### src/rtl/fp_pkg.sv
// fp_pkg: shared single-precision constants, field widths and the FSM
// state type for the sequential floating-point adder/subtractor.
package fp_pkg;

  localparam int EXP_W = 8;
  localparam int MAN_W = 23;
  localparam int BIAS  = 127;

  // Extended mantissa: hidden bit + MAN_W fraction + guard, round, sticky.
  localparam int EXT_W = MAN_W + 4;
  // One extra bit on top of EXT_W to catch the carry-out of an addition.
  localparam int SUM_W = EXT_W + 1;

  // First biased exponent that no longer encodes a finite number.
  localparam int EXP_INF = 2 * BIAS + 1;

  localparam logic [EXP_W-1:0] EXP_SPECIAL = 8'hFF;
  localparam logic [31:0]      QNAN        = 32'h7FC0_0000;
  localparam logic [31:0]      POS_INF     = 32'h7F80_0000;

  typedef enum logic [2:0] {
    IDLE,
    ALIGN,
    ADD,
    NORM,
    ROUND,
    DONE
  } state_t;

  typedef struct packed {
    logic [31:0] bits;
    logic        ovf;
    logic        unf;
  } fp_out_t;

endpackage

### src/rtl/fp_normalize.sv
// fp_normalize: leading-zero count and left shift of an extended mantissa.
// Ports:
//   mant_in  - extended mantissa (hidden bit at the MSB position when normal)
//   lzc      - number of leading zeros of mant_in (EXT_W when mant_in is 0)
//   mant_out - mant_in shifted left by lzc, MSB set unless mant_in is 0
module fp_normalize
  import fp_pkg::*;
(
  input  logic [EXT_W-1:0] mant_in,
  output logic [4:0]       lzc,
  output logic [EXT_W-1:0] mant_out
);

  logic found;

  always_comb begin
    lzc   = 5'd0;
    found = 1'b0;
    for (int i = EXT_W - 1; i >= 0; i--) begin
      if (!found && !mant_in[i]) lzc = lzc + 5'd1;
      else found = 1'b1;
    end
    mant_out = mant_in << lzc;
  end

endmodule

### src/rtl/fp_addsub_seq.sv
// fp_addsub_seq: multi-cycle IEEE-754 single-precision add/subtract.
// One operation in flight: IDLE -> ALIGN -> ADD -> NORM -> ROUND -> DONE.
// Denormal inputs are flushed to zero; any Inf/NaN operand yields a quiet NaN.
// Build option: define FP_ADDSUB_RNE_EN for round-to-nearest-even;
// otherwise results are truncated and no sticky logic is built.
// Ports:
//   clk, rst            - clock, asynchronous active-high reset
//   in_valid / in_ready - operand handshake (ready only in IDLE)
//   op_a, op_b, sub     - operands; sub=1 computes op_a - op_b
//   out_valid/out_ready - result handshake (valid only in DONE)
//   result, ovf, unf    - packed result, overflow-to-inf, flush-to-zero flags
//   busy                - operation in progress (state is not IDLE)
module fp_addsub_seq
  import fp_pkg::*;
(
  input  logic        clk,
  input  logic        rst,
  input  logic        in_valid,
  output logic        in_ready,
  input  logic [31:0] op_a,
  input  logic [31:0] op_b,
  input  logic        sub,
  output logic        out_valid,
  input  logic        out_ready,
  output logic [31:0] result,
  output logic        ovf,
  output logic        unf,
  output logic        busy
);

  // Signed exponent wide enough for exp+2 and exp-EXT_W.
  localparam int XW = EXP_W + 2;
  localparam logic signed [XW-1:0] EXP_INF_S = XW'(EXP_INF);

  state_t state, state_nxt;

  logic [31:0]             a_p0, b_p0;
  logic                    sub_p0;
  logic [EXP_W-1:0]        exp_p1;
  logic [EXT_W-1:0]        man_l_p1, man_s_p1;
  logic                    eff_sub_p1, sign_p1, nan_p1;
  logic [SUM_W-1:0]        sum_p2;
  logic [EXP_W-1:0]        exp_p2;
  logic                    sign_p2, nan_p2;
  logic [EXT_W-1:0]        man_p3;
  logic signed [XW-1:0]    exp_p3;
  logic                    sign_p3, nan_p3, zero_p3;

`ifdef FP_ADDSUB_RNE_EN
  function automatic logic [MAN_W+1:0] round_man(input logic [MAN_W:0] m,
                                                  input logic [2:0] grs);
    logic inc;
    // Round up above half, or on an exact half when the LSB is odd.
    inc = grs[2] & (grs[1] | grs[0] | m[0]);
    return {1'b0, m} + {{(MAN_W+1){1'b0}}, inc};
  endfunction
`else
  function automatic logic [MAN_W+1:0] round_man(input logic [MAN_W:0] m);
    return {1'b0, m};
  endfunction
`endif

  function automatic fp_out_t saturate(input logic sign,
                                       input logic signed [XW-1:0] e,
                                       input logic [MAN_W-1:0] frac);
    fp_out_t o;
    o = '0;
    if (e >= EXP_INF_S) begin
      o.bits = {sign, POS_INF[30:0]};
      o.ovf  = 1'b1;
    end else if (e <= $signed(XW'(0))) begin
      o.bits = {sign, 31'd0};
      o.unf  = 1'b1;
    end else begin
      o.bits = {sign, e[EXP_W-1:0], frac};
    end
    return o;
  endfunction

  // FSM
  always_ff @(posedge clk or posedge rst) begin
    if (rst) state <= IDLE;
    else     state <= state_nxt;
  end

  always_comb begin
    state_nxt = state;
    in_ready  = 1'b0;
    out_valid = 1'b0;
    busy      = 1'b1;
    case (state)
      IDLE: begin
        in_ready = 1'b1;
        busy     = 1'b0;
        if (in_valid) state_nxt = ALIGN;
      end
      ALIGN: state_nxt = ADD;
      ADD:   state_nxt = NORM;
      NORM:  state_nxt = ROUND;
      ROUND: state_nxt = DONE;
      DONE: begin
        out_valid = 1'b1;
        if (out_ready) state_nxt = IDLE;
      end
      default: state_nxt = IDLE;
    endcase
  end

  // ALIGN: unpack, order by magnitude, shift the smaller operand
  logic [EXP_W-1:0] ea_c, eb_c, el_c, es_c, diff_c;
  logic [MAN_W:0]   ma_c, mb_c, ml_c, ms_c;
  logic [EXT_W-1:0] ms_ext_c, ms_sh_c;
  logic             swap_c, sign_l_c, nan_c;
`ifdef FP_ADDSUB_RNE_EN
  logic             sticky_c;
`endif

  always_comb begin
    ea_c  = a_p0[30:23];
    eb_c  = b_p0[30:23];
    nan_c = (ea_c == EXP_SPECIAL) || (eb_c == EXP_SPECIAL);
    ma_c  = (ea_c != '0) ? {1'b1, a_p0[MAN_W-1:0]} : '0;
    mb_c  = (eb_c != '0) ? {1'b1, b_p0[MAN_W-1:0]} : '0;
    // Ordering by full magnitude keeps the difference non-negative.
    swap_c = {eb_c, mb_c[MAN_W-1:0]} > {ea_c, ma_c[MAN_W-1:0]};
    if (swap_c) begin
      el_c = eb_c; es_c = ea_c; ml_c = mb_c; ms_c = ma_c;
      sign_l_c = b_p0[31] ^ sub_p0;
    end else begin
      el_c = ea_c; es_c = eb_c; ml_c = ma_c; ms_c = mb_c;
      sign_l_c = a_p0[31];
    end
    diff_c   = el_c - es_c;
    ms_ext_c = {ms_c, 3'b000};
    if (diff_c >= 8'd27) ms_sh_c = '0;
    else                 ms_sh_c = ms_ext_c >> diff_c;
`ifdef FP_ADDSUB_RNE_EN
    if (diff_c >= 8'd27) sticky_c = |ms_c;
    else sticky_c = |(ms_ext_c & ((EXT_W'(1) << diff_c) - EXT_W'(1)));
    ms_sh_c[0] = ms_sh_c[0] | sticky_c;
`endif
  end

  // ADD: effective add or subtract of the aligned mantissas
  logic [SUM_W-1:0] sum_c;

  always_comb begin
    if (eff_sub_p1) sum_c = {1'b0, man_l_p1} - {1'b0, man_s_p1};
    else            sum_c = {1'b0, man_l_p1} + {1'b0, man_s_p1};
  end

  // NORM: one-cycle normalization (carry right-shift or LZC left-shift)
  logic [4:0]           lzc_c;
  logic [EXT_W-1:0]     norm_c, man_n_c;
  logic signed [XW-1:0] exp_n_c;

  fp_normalize u_norm (
    .mant_in  (sum_p2[EXT_W-1:0]),
    .lzc      (lzc_c),
    .mant_out (norm_c)
  );

  always_comb begin
    if (sum_p2[SUM_W-1]) begin
`ifdef FP_ADDSUB_RNE_EN
      man_n_c = {sum_p2[SUM_W-1:2], sum_p2[1] | sum_p2[0]};
`else
      man_n_c = sum_p2[SUM_W-1:1];
`endif
      exp_n_c = $signed({2'b00, exp_p2}) + $signed(XW'(1));
    end else begin
      man_n_c = norm_c;
      exp_n_c = $signed({2'b00, exp_p2}) - $signed({5'b00000, lzc_c});
    end
  end

  // ROUND: round, renormalize on carry, pack with overflow/underflow
  logic [MAN_W+1:0]     rnd_c;
  logic signed [XW-1:0] exp_r_c;
  logic [MAN_W-1:0]     frac_c;
  fp_out_t              out_c;
  logic                 unused_bits;

  always_comb begin
`ifdef FP_ADDSUB_RNE_EN
    rnd_c = round_man(man_p3[EXT_W-1:3], man_p3[2:0]);
`else
    rnd_c = round_man(man_p3[EXT_W-1:3]);
`endif
    // A rounding carry leaves exactly 1.0 x 2^(e+1).
    exp_r_c = exp_p3 + (rnd_c[MAN_W+1] ? $signed(XW'(1)) : $signed(XW'(0)));
    frac_c  = rnd_c[MAN_W+1] ? '0 : rnd_c[MAN_W-1:0];
    if (nan_p3) begin
      out_c      = '0;
      out_c.bits = QNAN;
    end else if (zero_p3) begin
      out_c = '0;
    end else begin
      out_c = saturate(sign_p3, exp_r_c, frac_c);
    end
  end

`ifdef FP_ADDSUB_RNE_EN
  assign unused_bits = rnd_c[MAN_W];
`else
  assign unused_bits = ^{rnd_c[MAN_W], man_p3[2:0]};
`endif

  // Datapath registers: each stage loads only while its state is active.
  always_ff @(posedge clk) begin
    case (state)
      IDLE: begin
        if (in_valid) begin
          a_p0   <= op_a;
          b_p0   <= op_b;
          sub_p0 <= sub;
        end
      end
      ALIGN: begin
        exp_p1     <= el_c;
        man_l_p1   <= {ml_c, 3'b000};
        man_s_p1   <= ms_sh_c;
        eff_sub_p1 <= sub_p0 ^ a_p0[31] ^ b_p0[31];
        sign_p1    <= sign_l_c;
        nan_p1     <= nan_c;
      end
      ADD: begin
        sum_p2  <= sum_c;
        exp_p2  <= exp_p1;
        sign_p2 <= (sum_c == '0) ? 1'b0 : sign_p1;
        nan_p2  <= nan_p1;
      end
      NORM: begin
        man_p3  <= man_n_c;
        exp_p3  <= exp_n_c;
        sign_p3 <= sign_p2;
        zero_p3 <= (sum_p2 == '0);
        nan_p3  <= nan_p2;
      end
      default: ;
    endcase
  end

  // Result registers: visible outputs, so they are cleared by reset.
  always_ff @(posedge clk or posedge rst) begin
    if (rst) begin
      result <= '0;
      ovf    <= 1'b0;
      unf    <= 1'b0;
    end else if (state == ROUND) begin
      result <= out_c.bits;
      ovf    <= out_c.ovf;
      unf    <= out_c.unf;
    end
  end

endmodule

### config.mk
export PLATFORM = sky130hd
export DESIGN_NAME = fp_addsub_seq
export DESIGN_NICKNAME = d
export VERILOG_FILES = /design/src/rtl/fp_pkg.sv /design/src/rtl/fp_normalize.sv /design/src/rtl/fp_addsub_seq.sv
export SDC_FILE = /design/constraint.sdc
export NUM_CORES = 1
export LEC_CHECK = 0
export ABC_AREA = 1
export CAP_MARGIN = 25
export CORE_MARGIN = 5
export CORE_UTILIZATION = 47
export CTS_CLUSTER_SIZE = 40
export DETAILED_ROUTE_END_ITERATION = 6
export PLACE_DENSITY = 0.65
export SLEW_MARGIN = 20
export SYNTH_ARGS = -nofsm -noshare
export SYNTH_HDL_FRONTEND = slang
export SYNTH_SLANG_ARGS = --single-unit
### constraint.sdc
create_clock -name clk -period 22.2 [get_ports clk]
set_input_delay 3.33 -clock clk [delete_from_list [all_inputs] [get_ports clk]]
set_output_delay 3.33 -clock clk [all_outputs]
set_load 0.02 [all_outputs]
After elaboration in Yosys (flattened, before gate mapping)
Index checks and enable logic that the tools add are counted.
{ "totals": {"reg_bits": 241, "latchBits": 0, "ramBits": 0, "rom_bits": 0, "in_bits": 69, "out_inout_bits": 37, "word_cells": 233, "n_memories": 0} }
{ "classes": {"addsub": 31, "n_mul": 0, "div_mod_pow": 0, "magnitude_cmp": 4, "n_eq_ne": 9, "n_shift": 2, "n_mux": 76, "bitwise": 3, "reduce_logical": 86} }
{ "op_table": {"columns": ["operator", "n"], "rows": [
  ["$add 5x1->5 const B", 26],
  ["$mux 5", 26],
  ["$mux 24", 4],
  ["$mux 34", 2],
  ["$mux 31", 2],
  ["$logic_not 28->1", 2],
  ["$logic_not 1->1", 52],
  ["$mux 1", 34],
  ["$gt 31x31->1", 1],
  ["$add 27x27->28", 1],
  ["$mux 28", 1],
  ["$sub 27x27->28", 1],
  ["$shl 27x5->26", 1],
  ["$shr 27x8->27", 1],
  ["$logic_and 1x1->1", 26],
  ["$mux 26", 1],
  ["$pmux 3 s6", 1],
  ["$eq 8x8->1 const B", 2],
  ["$mux 8", 2],
  ["$reduce_bool 8->1", 2],
  ["$ge 10x9->1 const B", 1],
  ["$le 10x1->1 const B", 1],
  ["$mux 10", 1],
  ["$add 8x1->9 const B", 1],
  ["other kinds (12)", 19]
]} }

Logic depth before layout (Yosys ltp)
{ "depth": {"ltp_word": 80, "mapped_depth": 69, "depth_no_buf": 68} }

Modules after synthesis
A second synthesis with hierarchy kept.
{ "hier_totals": {"hier_cells": 2542, "area_unflattened_um2": 18659.1} }
{ "modules_own_cells": {"columns": ["mod", "instances", "cells_per_inst", "area_per_inst_um2", "seq_area_each_um2"], "rows": [
  ["fp_addsub_seq", 1, 1741, 14595.2, 6961.7],
  ["fp_normalize", 1, 801, 4063.9, 0.0]
]} }

Worst setup path after synthesis
Ideal clock, no wire load.
{ "synth_path": {"path_type": "flip-flop to flip-flop", "startpoint": "reg sum_p2[25]", "endpoint": "reg exp_p3[7], data pin", "setup_ns": 0.264, "t_arrival_ns": 9.236, "required_ns": 21.936, "setup_slack_ns": 12.700, "path_stages_with_launch": 67, "path_buffers": 1, "synth_period_minus_slack_ns": 9.500, "cell_sequence": "edfxtp_1 > nor2_4 > nand3_1 > nand2_1 > inv_1 > ha_1 > o21ai_0 > o21ai_0 > o21ai_0 > ha_1 > nand2_1 > inv_1 > a31oi_1 > ha_1 > nand3_1 > o21a_1 > nand2_1 > nand2_1 > (+31 left out) > ha_1 > or2_1 > and2_2 > ha_1 > nand2_1 > inv_1 > nand3_2 > nand2_2 > buf_4 > ha_1 > nand2_1 > nor2_1 > a211oi_1 > nor2_1 > o21ai_0 > nand2_1 > o22ai_1 > xor2_1"} }
{ "synth_between": {"elab_chain_len": 80, "word_cells_on_any_way": 130, "cone_classes": "26 x add/sub; 52 x mux; 52 x reduce/logical"} }
{ "synth_rtl": {"columns": ["item", "line_no", "rtl"], "rows": [
  ["start: declaration", "fp_addsub_seq.sv:42", "logic [SUM_W-1:0] sum_p2;"],
  ["start signal: assignment", "fp_addsub_seq.sv:228", "sum_p2 <= sum_c;"],
  ["$logic_not 1->1 *", "fp_normalize.sv:20", "if (!found && !mant_in[i]) lzc = lzc + 5'd1;"],
  ["$logic_and 1x1->1 *", "fp_normalize.sv:20", null],
  ["parallel branches: the longest is 75 deep, another holds $add 5x1->5", null, null],
  ["$mux 5 *", "fp_normalize.sv:20", null],
  ["$sub 8x5->9 *", "fp_addsub_seq.sv:173", "exp_n_c = $signed({2'b00, exp_p2}) - $signed({5'b00000, lzc_c});"],
  ["$mux 10 *", "fp_addsub_seq.sv:164", "if (sum_p2[SUM_W-1]) begin"],
  ["via exp_n_c[7]", "fp_addsub_seq.sv:155", "logic signed [XW-1:0] exp_n_c;"],
  ["end signal: assignment", "fp_addsub_seq.sv:235", "exp_p3 <= exp_n_c;"],
  ["end: declaration", "fp_addsub_seq.sv:46", "logic signed [XW-1:0] exp_p3;"]
]} }
Mark *: on every way through the listed nets, which the timed path passes.
A chain may end at the register's enable or synchronous reset.

Worst setup path after layout
Ends and elaborated chain as after synthesis.

==> results by group <==
Job
  – MaxCap Viol Count: 0

Critical path
  – Setup crit start kind: flip-flop
  – Crit-path most repeated cell: nand2_1
  – Worst reg2reg path endpoint: exp_p3[7]
  – Worst EP arrival: 11.32 ns
  – Critical-path top delay cell: nand2_2
  – Worst reg-to-reg setup slack: 11.16 ns
  – Reg2reg start: sum_p2[25]
  – Crit. End Element: flip-flop
  – CP required: 22.48 ns
  – Crit Path Class: reg2reg
  – Crit-path max FO: 31
  – Reg2Reg Depth: 64
  – CP peak stage delay: 0.55 ns

STA
  – Final setup viols: 0
  – Max Clock Freq: 90.56 MHz
  – Worst Tran Pin Value: 0.9384 ns
  – Min cycle time layout: 11.04 ns
  – Sum Neg Setup Slack: 0 ns
  – Final Cycle Share: 0.4974
  – Final hold violation count: 0
  – Relative slew slack: 0.3729
  – RSZ-0062 raised after global routing: false
  – Clk_skew: 0.02437 ns
  – Max Transition Viols Final: 0

Final layout
  – Core Util, Final: 0.5422
  – Most frequent cells in the layout: 570 x nand2_1, 295 x inv_1, 252 x nand3_1
  – Layout cell share with drive strength beyond 1: 0.06529
  – Final #Nets: 2535
  – FILL cells: 3461
  – Most common cell after layout, fill and taps aside: nand2_1
  – Footprint of the multi-input gates: 8959 um^2
  – Register area: 6962 um^2
  – Area growth, synth to finish: 13.43%
  – Antenna cells: 0
  – Fin cells: 2842

Route
  – Routed length per instance: 16.08 um
  – Detail-routed via count per cell: 5.373
  – Vias: 15270
  – Drt drc: 0
  – Total wire length: 45700 um
  – Drt pass-1 iters: 6
  – DRT antenna net count: 0
  – Initial DRC Count: 949

Placed design
  – Port Buffers: 105
  – Placer Congestion: 0.9722
  – Dpl cells: 2790
  – Detail Placement HPWL: 36480 um

Clocking
  – PostCTS Resize Cnt: 0
  – CTS tree: yes
  – Post-CTS repair timing setup buffer count: 0
  – Later-pin clock latency in the skew report: 0.55 ns
  – H-tree levels: 1
  – CTS Root Cell: clkbuf_16
  – Sinks on Clock Net: 238
  – Num CTS Buffers: 28
  – CTS clk-pin slew, worst paths: 0.07 ns
  – Cts hold-fix bufs: 0
  – Clk buf depth: 3

Die
  – Die width: 203.2 um
  – Core outline area: 36700 um^2
  – Chip height: 203.2 um
  – Starting Density: 0.4780
  – Die area: 41290 um^2
  – IO Pins: 106
  – Site Rows: 70

Yosys
  – Post-synthesis register bit count: 238
  – Synth top area share: 0.3441
  – Netlist cell types: 56
  – Synthesis Warnings: 0
  – Main area contributors after synthesis: edfxtp_1 34%, nand2_1 12%, ha_1 8.0%, nand3_1 7.2%, inv_1 6.3%
  – Post-Syn Nets: 2461
  – Register area share after synthesis: 0.3969
  – Post-Syn Area: 17540 um^2
  – Post-synthesis instance total: 2278
  – Synth Area per Inst: 7.701 um^2
  – Yosys top cell by area: edfxtp_1

GRT
  – First-pass GRT wire length: 73660 um
  – Initial antenna violation count: 0
  – Total track usage: 0.2170
  – Vias in the first global route: 14700
  – Largest net degree at the start of global routing: 66
  – GRT overflow: 0

Pwr
  – P per Cell Area: 153.9 nW/um^2
  – Sequential power share: 0.276
  – Maximum VDD drop: 0.08683 mV
  – Net switching power: 1.482 mW
  – Switching part of the total: 0.4839
  – Internal: 1.580 mW
  – Combinational share of power: 0.565
  – Leakage: 9.207 nW
  – Clock power share: 0.159

Hold path
  – Hold Path Class: reg2reg
  – WHS Endpoint: exp_p2[2]
  – Hold Crit Depth: 0
  – Min-delay src: exp_p1[2]

Outcome
  – Run status: complete, no violations
worst max path at each step:
stage / from / to / slack [ns]
after floorplan: sum_p2[25] / exp_p3[7] / 12.70
after global placement: sum_p2[25] / exp_p3[7] / 11.72
after detailed placement: sum_p2[25] / exp_p3[7] / 11.33
after CTS: sum_p2[25] / exp_p3[7] / 11.27
after global routing: sum_p2[25] / exp_p3[7] / 10.17
final: sum_p2[25] / exp_p3[7] / 11.16
per-layer routing:
metal | global-route usage | wire length (um)
met1 | 0.2582 | 18980
met5 | 0 | 0
met2 | 0.3966 | 23030
met4 | 0.09444 | 2124
met3 | 0.02401 | 1569
sequential cells by signal, indices dropped and copies added (netlist names):
signal and flops:
a_p0 32, b_p0 32, eff_sub_p1 1, exp_p1 8, exp_p2 8, exp_p3 10, man_l_p1 24, man_p3 23
man_s_p1 27, nan_p1 1, nan_p2 1, nan_p3 1, ovf 1, result 32, sign_p1 1, sign_p2 1
sign_p3 1, state 3, sub_p0 1, sum_p2 28, unf 1, zero_p3 1
worst max-delay path, delay by kind of cell (launching register included):
family | cells | cell delay (ns)
AND/OR/NAND/NOR | 30 | 4.09
AO/OA/AOI/OAI | 13 | 2.11
adder cells (fa/ha/maj) | 13 | 3.63
XOR/XNOR | 1 | 0.09
flip-flops | 1 | 0.46
buffers and inverters | 7 | 0.36
cells in the mapped netlist (all sizes together):
| master | n |
|---|---|
| a211oi | 4 |
| a32o | 2 |
| inv | 321 |
| o31ai | 7 |
| o21ai | 222 |
| nor2 | 172 |
| mux2i | 1 |
| or2 | 10 |
| buf | 32 |
| a311oi | 1 |
| a31o | 1 |
| nand3 | 260 |
| xnor2 | 8 |
| o211ai | 13 |
| o22ai | 9 |
| o32ai | 1 |
| o21a | 3 |
| nand3b | 5 |
| a21oi | 93 |
| nor3 | 13 |
| ha | 112 |
| nand2 | 584 |
| o21bai | 11 |
| a22oi | 5 |
| a22o | 1 |
| clkbuf | 43 |
| nand4 | 30 |
| o2111ai | 3 |
| edfxtp | 201 |
| or4 | 1 |
| nor4 | 10 |
| a211o | 1 |
| a221oi | 2 |
| xor2 | 40 |
| a31oi | 10 |
| fa | 2 |
| clkinv | 4 |
| dfrtp | 37 |
| and2 | 1 |
| a41oi | 1 |
| a21boi | 1 |
kinds of logic (layout without fill, tap and decap cells):
| family | count (synthesis) | count (layout) | share of synthesized area |
|---|---|---|---|
| and+or+nand+nor | 1086 | 1086 | 0.2791 |
| buffers and inverters | 400 | 496 | 0.09394 |
| AOI/OAI and AO/OA | 391 | 391 | 0.1234 |
| DFF | 238 | 238 | 0.3969 |
| adders and majority gates | 114 | 114 | 0.08217 |
| xor gates and xnor gates | 48 | 48 | 0.02397 |
| muxes | 1 | 1 | 0.0005706 |
area by class of cell:
cell class / instances / area share
timing repair buffer: 119 / 0.05810
sequential: 238 / 0.3499
tap: 468 / 0.02943
clock buffer: 32 / 0.03704
clock inverter: 20 / 0.01289
inverter: 325 / 0.06244
multi-input combinational: 1640 / 0.4502
per-stage QoR:
step | total power [mW] | setup WS [ns] | hold WS [ns] | area (um^2)
global placement | 2.544 | 11.72 | 0.4028 | 18900
CTS | 3.067 | 11.27 | 0.4279 | 19900
global route | 3.324 | 10.17 | 0.4327 | 19900
finish | 3.062 | 11.16 | 0.4250 | 19900
detailed placement | 2.567 | 11.33 | 0.4147 | 18900
floorplan | 2.092 | 12.70 | 0.4003 | 17540
power groups by stage:
stage          combinational, mW  sequential [mW]  clock, mW
3_3_place_gp                1.70            0.849          0
4_1_cts                     1.72            0.847      0.499
5_1_grt                     1.94            0.862      0.518
3_5_place_dp                1.71            0.854          0
2_1_floorplan               1.25            0.844          0
6_report                    1.73            0.845      0.488
Note: power is estimated with default switching activity, not from simulation.
